[src/rtl/cmp_pkg.sv]
// Shared types and result encoding for the sequential magnitude comparator.
// Results are one-hot in {lt, gt, eq} order.
package cmp_pkg;

  typedef enum logic {
    IDLE = 1'b0,
    RUN  = 1'b1
  } state_t;

  localparam logic [2:0] RES_NONE = 3'b000;
  localparam logic [2:0] RES_LT   = 3'b100;
  localparam logic [2:0] RES_GT   = 3'b010;
  localparam logic [2:0] RES_EQ   = 3'b001;

endpackage

[src/rtl/edge_rise.sv]
// Rising-edge detector for a debounced button level.
// History resets to 1 so a button held through reset does not register as a press.
module edge_rise (
  input  logic clk,
  input  logic rst,
  input  logic in,
  output logic pulse
);

  logic q;

  always_ff @(posedge clk) begin
    if (rst) q <= 1'b1;
    else     q <= in;
  end

  assign pulse = in & ~q;

endmodule

[src/rtl/seq_magnitude_comparator.sv]
// Chunk-loaded operands compared MSB-first, one bit per cycle, stopping at the
// first differing bit; the result holds until the next accepted start.
module seq_magnitude_comparator
  import cmp_pkg::*;
#(
  parameter  int WIDTH  = 8,
  parameter  int CHUNK  = 4,
  localparam int NCHUNK = WIDTH / CHUNK,
  localparam int CSW    = (NCHUNK > 1) ? $clog2(NCHUNK) : 1,
  localparam int BW     = $clog2(WIDTH) + 1
) (
  input  logic             clk,
  input  logic             rst,
  input  logic [CHUNK-1:0] din,
  input  logic             load,
  input  logic             op_sel,
  input  logic [CSW-1:0]   chunk_sel,
  input  logic             signed_mode,
  input  logic             start,
  output logic             busy,
  output logic             done,
  output logic             lt,
  output logic             gt,
  output logic             eq,
  output logic [BW-1:0]    bits_used
);

  localparam int IW = (WIDTH > 2) ? $clog2(WIDTH) : 1;
  localparam logic [IW-1:0] IDX_TOP = IW'(WIDTH - 1);

  logic load_edge, start_edge;

  edge_rise u_load_edge  (.clk(clk), .rst(rst), .in(load),  .pulse(load_edge));
  edge_rise u_start_edge (.clk(clk), .rst(rst), .in(start), .pulse(start_edge));

  state_t           state, state_n;
  logic [WIDTH-1:0] a, a_n, b, b_n;
  logic [IW-1:0]    idx, idx_n;
  logic             smode, smode_n;
  logic [2:0]       res, res_n;
  logic             busy_n, done_n;
  logic [BW-1:0]    bits_n;
  logic             abit, bbit, a_greater;

  always_ff @(posedge clk) begin
    if (rst) begin
      state     <= IDLE;
      a         <= '0;
      b         <= '0;
      idx       <= '0;
      smode     <= 1'b0;
      res       <= RES_NONE;
      busy      <= 1'b0;
      done      <= 1'b0;
      bits_used <= '0;
    end else begin
      state     <= state_n;
      a         <= a_n;
      b         <= b_n;
      idx       <= idx_n;
      smode     <= smode_n;
      res       <= res_n;
      busy      <= busy_n;
      done      <= done_n;
      bits_used <= bits_n;
    end
  end

  always_comb begin
    state_n   = state;
    a_n       = a;
    b_n       = b;
    idx_n     = idx;
    smode_n   = smode;
    res_n     = res;
    busy_n    = busy;
    done_n    = 1'b0;
    bits_n    = bits_used;
    abit      = a[idx];
    bbit      = b[idx];
    // In signed mode the sign bit carries inverted weight.
    a_greater = abit ^ (smode & (idx == IDX_TOP));

    case (state)
      IDLE: begin
        if (load_edge) begin
          for (int k = 0; k < NCHUNK; k++) begin
            if (chunk_sel == CSW'(k)) begin
              if (op_sel) b_n[k*CHUNK +: CHUNK] = din;
              else        a_n[k*CHUNK +: CHUNK] = din;
            end
          end
        end
        if (start_edge) begin
          state_n = RUN;
          idx_n   = IDX_TOP;
          smode_n = signed_mode;
          res_n   = RES_NONE;
          busy_n  = 1'b1;
          bits_n  = '0;
        end
      end
      RUN: begin
        bits_n = bits_used + 1'b1;
        if (abit != bbit) begin
          res_n   = a_greater ? RES_GT : RES_LT;
          state_n = IDLE;
          busy_n  = 1'b0;
          done_n  = 1'b1;
        end else if (idx == '0) begin
          res_n   = RES_EQ;
          state_n = IDLE;
          busy_n  = 1'b0;
          done_n  = 1'b1;
        end else begin
          idx_n = idx - 1'b1;
        end
      end
      default: state_n = IDLE;
    endcase
  end

  assign lt = res[2];
  assign gt = res[1];
  assign eq = res[0];

endmodule

[config.mk]
export PLATFORM = sky130hd
export DESIGN_NAME = seq_magnitude_comparator
export DESIGN_NICKNAME = d
export VERILOG_FILES = /design/src/rtl/cmp_pkg.sv /design/src/rtl/edge_rise.sv /design/src/rtl/seq_magnitude_comparator.sv
export SDC_FILE = /design/constraint.sdc
export NUM_CORES = 1
export LEC_CHECK = 0
export ABC_CLOCK_PERIOD_IN_PS = 2100
export BUFFER_PORTS_ARGS = -buffer_cell sky130_fd_sc_hd__buf_2
export CORE_MARGIN = 1
export CORE_UTILIZATION = 56
export DETAILED_ROUTE_END_ITERATION = 10
export MAX_ROUTING_LAYER = met4
export PLACE_DENSITY = 0.77
export SYNTH_ARGS = -nofsm -noshare
export SYNTH_HDL_FRONTEND = slang
export SYNTH_SLANG_ARGS = --single-unit
[constraint.sdc]
create_clock -name clk -period 2.1 [get_ports clk]
set_input_delay 0.21 -clock clk [delete_from_list [all_inputs] [get_ports clk]]
set_output_delay 0.21 -clock clk [all_outputs]
set_load 0.01 [all_outputs]
; Word level (Yosys, flattened, before mapping)
; Index checks and enable logic that the tools add are counted.
[word_totals]
register_bits = 32
in_bits = 11
output_inout_bits = 9
word_cells = 65
[op_classes]
addsub = 2
n_lt_le_gt_ge = 1
eq_ne = 6
n_mux = 25
bitwise_logic = 9
n_reduce_logical = 9
[ops]
columns = cell, count
row1 = $mux W3, 7
row2 = $reduce_and A4 Y1, 4
row3 = $pmux W3 S2, 2
row4 = $mux W1, 10
row5 = $pmux W4 S2, 1
row6 = $bmux W1 S3, 2
row7 = $ne A2 B2 Y1 const B, 3
row8 = $not A1 Y1, 5
row9 = $add A4 B1 Y4 const B, 1
row10 = $lt A3 B4 Y1 const B, 1
row11 = $mux W4, 1
row12 = $pmux W1 S2, 2
row13 = $reduce_and A2 Y1, 2
row14 = $and A1 B1 Y1, 3
row15 = $eq A3 B3 Y1 const B, 1
row16 = $logic_not A3 Y1, 1
row17 = $ne A3 B1 Y1 const B, 1
row18 = $reduce_and A3 Y1, 1
row19 = $sub A3 B1 Y3 const B, 1
row20 = $reduce_or A2 Y1, 1
row21 = $ne A1 B1 Y1, 1
row22 = $xor A1 B1 Y1, 1

; Logic depth before layout (Yosys ltp)
; Gate-level depths: netlist (run 1).
[logic_depth]
word_depth = 6
mapped_depth = 6
ltp_nobuf = 6

; Cells and area by module
; A second synthesis (run 1) with hierarchy kept.
[hier_totals]
hier_cells = 158
hier_area_um2 = 1564.0
[modules_own_cells]
columns = mod, n_inst, cells_per_inst, area_each_um2, seq_area_each_um2
row1 = seq_magnitude_comparator, 1, 152, 1498.9, 600.6
row2 = edge_rise, 2, 3, 32.5, 20.0

; Worst setup path after synthesis (run 1)
; OpenSTA, ideal clock, no wires.
[synth_timing]
path_type = register to register
startpoint = register idx[0]
endpoint = register res[2]
setup_ns = 0.079
t_arrival_ns = 1.804
required_time_ns = 2.021
setup_slack_ns = 0.217
stages_incl_launch_ff = 7
n_path_buf = 1
cell_sequence = dfxtp_1 inv_2 mux4_2 and2_4 buf_6 or4_1 o211ai_1
[synth_between]
elab_chain_cells = 6
[synth_rtl]
columns = item, line
row1 = "start, declared", seq_magnitude_comparator.sv:38  ; logic [IW-1:0] idx, idx_n;
row2 = "start signal, assigned", seq_magnitude_comparator.sv:60  ; idx <= idx_n;
row3 = $bmux W1 S3 / $eq A3 B3 Y1 (equally long branches), "seq_magnitude_comparator.sv:79, seq_magnitude_comparator.sv:82"
row4 = $mux W1 (implied by the code) / $and A1 B1 Y1 (equally long branches), "seq_magnitude_comparator.sv:79, seq_magnitude_comparator.sv:82"
row5 = $xor A1 B1 Y1, seq_magnitude_comparator.sv:82  ; a_greater = abit ^ (smode & (idx == IDX_TOP));
row6 = $mux W3, seq_magnitude_comparator.sv:106  ; res_n = a_greater ? RES_GT : RES_LT;
row7 = $mux W3, seq_magnitude_comparator.sv:105  ; if (abit != bbit) begin
row8 = $pmux W3 S2, seq_magnitude_comparator.sv:84  ; case (state)
row9 = "end signal, assigned", seq_magnitude_comparator.sv:62  ; res <= res_n;
row10 = "end, declared", seq_magnitude_comparator.sv:40  ; logic [2:0] res, res_n;
; Several ways; a longest one is shown, not always the timed one. The select of a mux whose other input is x is not followed.
; A chain may end at the register's enable or synchronous reset.

; Worst setup path after layout (run 1)
[layout_timing]
startpoint = register idx[0]
endpoint = register res[1]
; The elaborated chain is that of the path after synthesis.

==> results.yml, run 1 <==
yosys:
  syn_inst: 147
  syn_area_um2: 1520
  synth_top_family_by_area: "multiplexers"
  synthXorXnorAreaFrac_pct: 6.35
  synthArstFlopShare_pct: 0
  synth-compound-area-share_pct: 8.00
  synth_nets: 162
  synthSimpleGateAreaFrac_pct: 17.6
  synthAdderAreaFrac_pct: 3.30
  avgSynthCellArea_um2: 10.3
  ys_ff_latch: 32
  synth_cell_types: 37
  seq_area_frac_synth_pct: 42.2
  synth-edff-count: 0
  synth.mux.area_fraction_pct: 18.4
  ys_warn_count: 0
  ys.flop_type: "dfxtp_1"
sta:
  period_needed_ns: 1.94
  skew_ns: 0.00913
  setup_tns_ns: 0
  tightest_slew_ns: 0.536
  post-route-period-util_pct: 92.6
  setup_violations: 0
  slew_violations: 0
  final_hold_viol_count: 0
  max_slew_margin_pct: 64.2
  rsz0062_at_grt: "false"
  max_clock_freq_ghz: 0.514
placement:
  port_buffers: 19
  place_area_um2: 1630
  dp.cells: 194
  gp_congestion: 0.853
  dp_hpwl_um: 2220
drt:
  vias_per_cell: 5.66
  drtAntennaViolNets: 0
  drt_iter0_drc: 16
  drt_pass1_iterations: 4
  via_count: 1137
  drc: 0
  wl_per_cell_um: 14.9
  wl_um: 2990
critical_path:
  crit_buf_inv: 0
  startpoint_type: "flop"
  worstPathRequired_ns: 2.37
  cpMaxStageDelayCell: "mux4_1"
  worstPathCellList: "mux4_1 > xor2_1 > a21oi_1 > or4b_1 > o211ai_1"
  worstSetupPathType: "flop to flop"
  r2r_start: "idx[0]$_SDFFE_PP0P_"
  crit_arrival_ns: 2.21
  worst_path_largest_cell_delay_ns: 0.60
  critical_path.startpoint: "idx[0]$_SDFFE_PP0P_"
  crit_family: "multiplexers"
  end_kind: "flop"
  crit_path_max_fanout: 6
finish:
  final_area_um2: 1700
  diodes: 0
  stdcell_count: 201
  drive_gt1_share_pct: 24.0
  final_nets: 186
  syn2layout_area_growth_pct: 12.0
  nFillCells: 219
clock_network:
  clkLatencyLatePin_ns: 0.33
  numCtsBuffers: 5
  postCtsSetupBuffers: 0
  cts_tree: "yes"
  path_clk_slew_ns: 0.10
  clockBufferDepth: 2
  cts.repair.resized: 0
  cts_sinks: 32
  htreeDepth: 2
  root_buffer: "clkbuf_4"
  cts_hold_buffers: 0
floorplanning:
  fp.dieW_um: 54.0
  ios: 20
  fp.dieH_um: 54.0
  die-area_um2: 2920
  core_um2: 2520
  num_rows: 18
  initial_core_util_pct: 60.1
power_and_ir_drop:
  p_total_uw: 1130
  cellPowerDensity_nw_per_um2: 666
  irDropWorstVdd_v: 0.000538
  power.leakage_uw: 0.000760
global_route:
  grt_max_degree: 35
  grtUsageTotal_pct: 24.5
  grt_pass1_wl_um: 4760
  grt_pass1_vias: 1058
  antenna_found_initial: 0
  grt.overflow.total: 0
flow_run:
  max_cap_violations: 0
hold_path:
  min_path_type: "input pin to flop"
  min_from: "start"
outcome:
  status: "finished, final reports clean"
[placed cells by master, fill, tap and decap left out, types with 3 or more instances in the layout]
cell,count
mux2i_1,17
inv_1,3
clkbuf_4,5
xor2_1,6
buf_2,19
nor2_1,27
ha_1,4
dfxtp_1,31
a21oi_1,5
xnor2_1,5
buf_4,4
a211oi_1,3
nor3_1,4
nand2_1,4
[synthesized netlist by cell type (all sizes together) (2+ instances only)]
cell | n | area [µm²]
a311oi | 2 | 17.5
clkbuf | 3 | 21.3
o211ai | 2 | 15.0
mux2i | 17 | 170
nor3b | 2 | 15.0
xor2 | 6 | 52.6
ha | 4 | 50.1
mux4 | 4 | 97.6
xnor2 | 5 | 43.8
inv | 4 | 15.0
nand2 | 4 | 15.0
a21oi | 5 | 25.0
nand3b | 2 | 15.0
nand4 | 2 | 12.5
or2 | 2 | 12.5
or2b | 2 | 17.5
a211oi | 3 | 22.5
nor2 | 27 | 101
nor3 | 5 | 30.0
dfxtp | 32 | 641
buf | 3 | 26.3
[flip-flops by register name, indices dropped and copies added, names as in the netlist]
signal / flops
a: 8
b: 8
bits_used: 4
busy: 1
done: 1
idx: 3
res: 3
smode: 1
state: 1
u_load_edge.q: 1
u_start_edge.q: 1
[power breakdown]
group	total, µW	leakage [µW]	switching (µW)	internal [µW]
clock	386	0.0000374	196	190
combinational	107	0.000463	59.3	47.8
sequential	638	0.000260	17.1	621
[routing by layer]
layer / GRT usage [%] / vias up / routed length (µm)
met5: - / - / 0
met2: 40.5 / 22 / 1520
li1: - / 564 / -
met1: 25.6 / 541 / 1300
met4: 15.8 / 0 / 79
met3: 6.50 / 10 / 88
[cells by family (layout without fill, tap and decap cells)]
| group | count (synthesis) | count (layout) |
|---|---|---|
| and+or+nand+nor | 52 | 52 |
| DFF | 32 | 32 |
| muxes | 22 | 22 |
| AOI/OAI and AO/OA | 16 | 16 |
| xor gates and xnor gates | 11 | 11 |
| buffers and inverters | 10 | 34 |
| adders and majority gates | 4 | 4 |
[worst paths after layout]
path                               endpoint  slack, ns  cells past startpoint
hold / removal    u_start_edge.q$_SDFF_PP1_       0.09                      2
setup / recovery        res[1]$_SDFFE_PP0P_       0.16                      5
hold reg to reg         res[0]$_SDFFE_PP0P_       0.50                      2
setup reg to reg        res[1]$_SDFFE_PP0P_       0.16                      5
[layout make-up]
class                      count  area (µm²)  area share [%]
inverter                       4        15.0           0.884
timing repair buffer          23         125            7.37
tap                           30        37.5            2.21
clock buffer                   7        65.1            3.83
sequential                    32         642            37.8
multi-input combinational    105         813            47.9
[stage by stage]
step	setup slack [ns]	util (%)	hold WS (ns)
final	0.156	67.3	0.0914
after global routing	0.0849	67.3	0.0764
after CTS	0.0594	67.3	0.0770
after detailed placement	0.0789	64.7	0.427
after global placement	0.182	64.7	0.421
after floorplan	0.217	-	0.317
Power figures use the tool's default switching activity.
==> inputs of run 2 (changes only) <==
--- a/config.mk
+++ b/config.mk
@@ -8,10 +8,11 @@
 export ABC_CLOCK_PERIOD_IN_PS = 2100
 export BUFFER_PORTS_ARGS = -buffer_cell sky130_fd_sc_hd__buf_2
 export CORE_MARGIN = 1
-export CORE_UTILIZATION = 56
+export CORE_UTILIZATION = 59
+export CTS_BUF_LIST = sky130_fd_sc_hd__clkbuf_8
 export DETAILED_ROUTE_END_ITERATION = 10
 export MAX_ROUTING_LAYER = met4
-export PLACE_DENSITY = 0.77
+export PLACE_DENSITY = 0.8
 export SYNTH_ARGS = -nofsm -noshare
 export SYNTH_HDL_FRONTEND = slang
 export SYNTH_SLANG_ARGS = --single-unit
==> run 2 against run 1 <==
Final cell count is 0.50% higher. Clock power grew 21%. Non-clock buffer count is the same. Flip-flop and latch count unchanged. Clock skew decreased by 0.0024 ns. Highest routed layer unchanged.
==> results.yml, run 2 (same netlist as run 1, synthesis figures left out) <==
finish:
  stdcell_count: 202
  reg.largest.list: "a x8, b x8, bits_used x4"
  nFillCells: 196
  syn2layout_area_growth_pct: 13.5
  final_common_cell: "dfxtp_1"
  final_nets: 186
  diodes: 0
  final_cell_mix: "dfxtp_1 (32), nor2_1 (27), buf_2 (19), mux2i_1 (17)"
  drive_gt1_share_pct: 22.7
sta:
  max_clock_freq_ghz: 0.498
  rsz0062_at_grt: "false"
  period_needed_ns: 2.01
  setup_violations: 0
  setup_tns_ns: 0
  slew_violations: 0
  skew_ns: 0.00670
  final_hold_viol_count: 0
  max_slew_margin_pct: 64.1
  tightest_slew_ns: 0.538
  post-route-period-util_pct: 95.7
critical_path:
  startpoint_type: "flop"
  r2r_start: "idx[0]$_SDFFE_PP0P_"
  regToRegSetupSlack_ns: 0.09
  end_kind: "flop"
  r2r_cells: 5
  cpMaxStageDelayCell: "mux4_1"
  crit_path_max_fanout: 6
  crit_arrival_ns: 2.22
  worstReg2RegEnd: "res[1]$_SDFFE_PP0P_"
  worstSetupPathType: "flop to flop"
  worstPathCellList: "mux4_1 > xor2_1 > a21oi_1 > or4b_1 > o211ai_1"
  worstPathRequired_ns: 2.31
  worst_path_largest_cell_delay_ns: 0.61
clock_network:
  htreeDepth: 2
  cts.repair.resized: 0
  path_clk_slew_ns: 0.06
  numCtsBuffers: 5
  clockBufferDepth: 2
  cts_sinks: 32
  postCtsSetupBuffers: 0
  cts_tree: "yes"
  root_buffer: "clkbuf_8"
  clkLatencyLatePin_ns: 0.28
  cts_hold_buffers: 0
global_route:
  grt.overflow.total: 0
  grt_pass1_vias: 1031
  grtUsageTotal_pct: 25.4
  grt_max_degree: 35
  antenna_found_initial: 0
  grt_pass1_wl_um: 4710
floorplanning:
  die-area_um2: 2780
  initial_core_util_pct: 61.8
  ios: 20
  num_rows: 18
  fp.dieW_um: 52.7
  fp.dieH_um: 52.7
  core_um2: 2450
drt:
  vias_per_cell: 5.59
  wl_per_cell_um: 13.8
  drc: 0
  drt_pass1_iterations: 4
  wl_um: 2780
  drt_iter0_drc: 19
  drtAntennaViolNets: 0
  via_count: 1130
hold_path:
  min_from: "start"
  whs_endpoint: "u_start_edge.q$_SDFF_PP1_"
  min_path_type: "input pin to flop"
  hold_depth: 2
placement:
  dp_hpwl_um: 2050
  dp.cells: 194
  port_buffers: 19
  gp_congestion: 0.869
power_and_ir_drop:
  irDropWorstVdd_v: 0.000668
  power.leakage_uw: 0.000776
  cellPowerDensity_nw_per_um2: 704
flow_run:
  max_cap_violations: 0
outcome:
  status: "finished, final reports clean"
## run 2: changes by cell type in the layout (fill, tap and decap cells not counted), sizes merged
cell | before | now
inv | 4 | 6
clkbuf | 7 | 6
## run 2: layer usage
| metal | global-route usage [%] | part of all wire, % | up-vias |
|---|---|---|---|
| li1 | - | - | 564 |
| met1 | 30.9 | 46 | 533 |
| met2 | 37.6 | 47 | 25 |
| met3 | 7.83 | 4.3 | 8 |
| met4 | 13.2 | 2.3 | 0 |
| met5 | - | 0 | - |
## run 2: final cells by class
type	instances	area (µm²)	share of cell area [%]
Clock buffer	6	82.6	4.80
Inverter	4	15.0	0.872
Tap cell	30	37.5	2.18
Timing Repair Buffer	23	125	7.27
Clock inverter	2	7.51	0.436
Sequential cell	32	641	37.2
Multi-Input combinational cell	105	813	47.2
## run 2: worst max-delay path, delay by kind of cell (launching register included)
family	cells	cell delay, ns
compound gates	2	0.25
xor+xnor	1	0.18
simple gates	1	0.44
flops	1	0.46
mux	1	0.61
## run 2: stage by stage
step	setup slack, ns	instance area [µm²]	total power [µW]	util (%)	hold slack [ns]
after floorplan	0.217	1520	727	-	0.317
final	0.0911	1720	1210	70.1	0.134
after detailed placement	0.127	1630	759	66.5	0.425
after CTS	0.105	1720	1220	70.1	0.128
after global placement	0.183	1630	754	66.5	0.422
after global routing	0.00267	1720	1270	70.1	0.130
## run 2: worst max-delay path by stage
stage / to / depth (start not counted) / start
after CTS: res[1]$_SDFFE_PP0P_ / 5 / idx[0]$_SDFFE_PP0P_
after detailed placement: res[1]$_SDFFE_PP0P_ / 5 / idx[0]$_SDFFE_PP0P_
after global placement: res[1]$_SDFFE_PP0P_ / 5 / idx[0]$_SDFFE_PP0P_
final: res[1]$_SDFFE_PP0P_ / 5 / idx[0]$_SDFFE_PP0P_
after floorplan: res[2]$_SDFFE_PP0P_ / 6 / idx[0]$_SDFFE_PP0P_
after global routing: res[1]$_SDFFE_PP0P_ / 5 / idx[0]$_SDFFE_PP0P_
## run 2: power breakdown
| group | internal [µW] | leakage [µW] | switching, µW |
|---|---|---|---|
| clock | 257 | 0.0000538 | 210 |
| sequential | 622 | 0.000259 | 16.3 |
| combinational | 48.1 | 0.000463 | 59.1 |
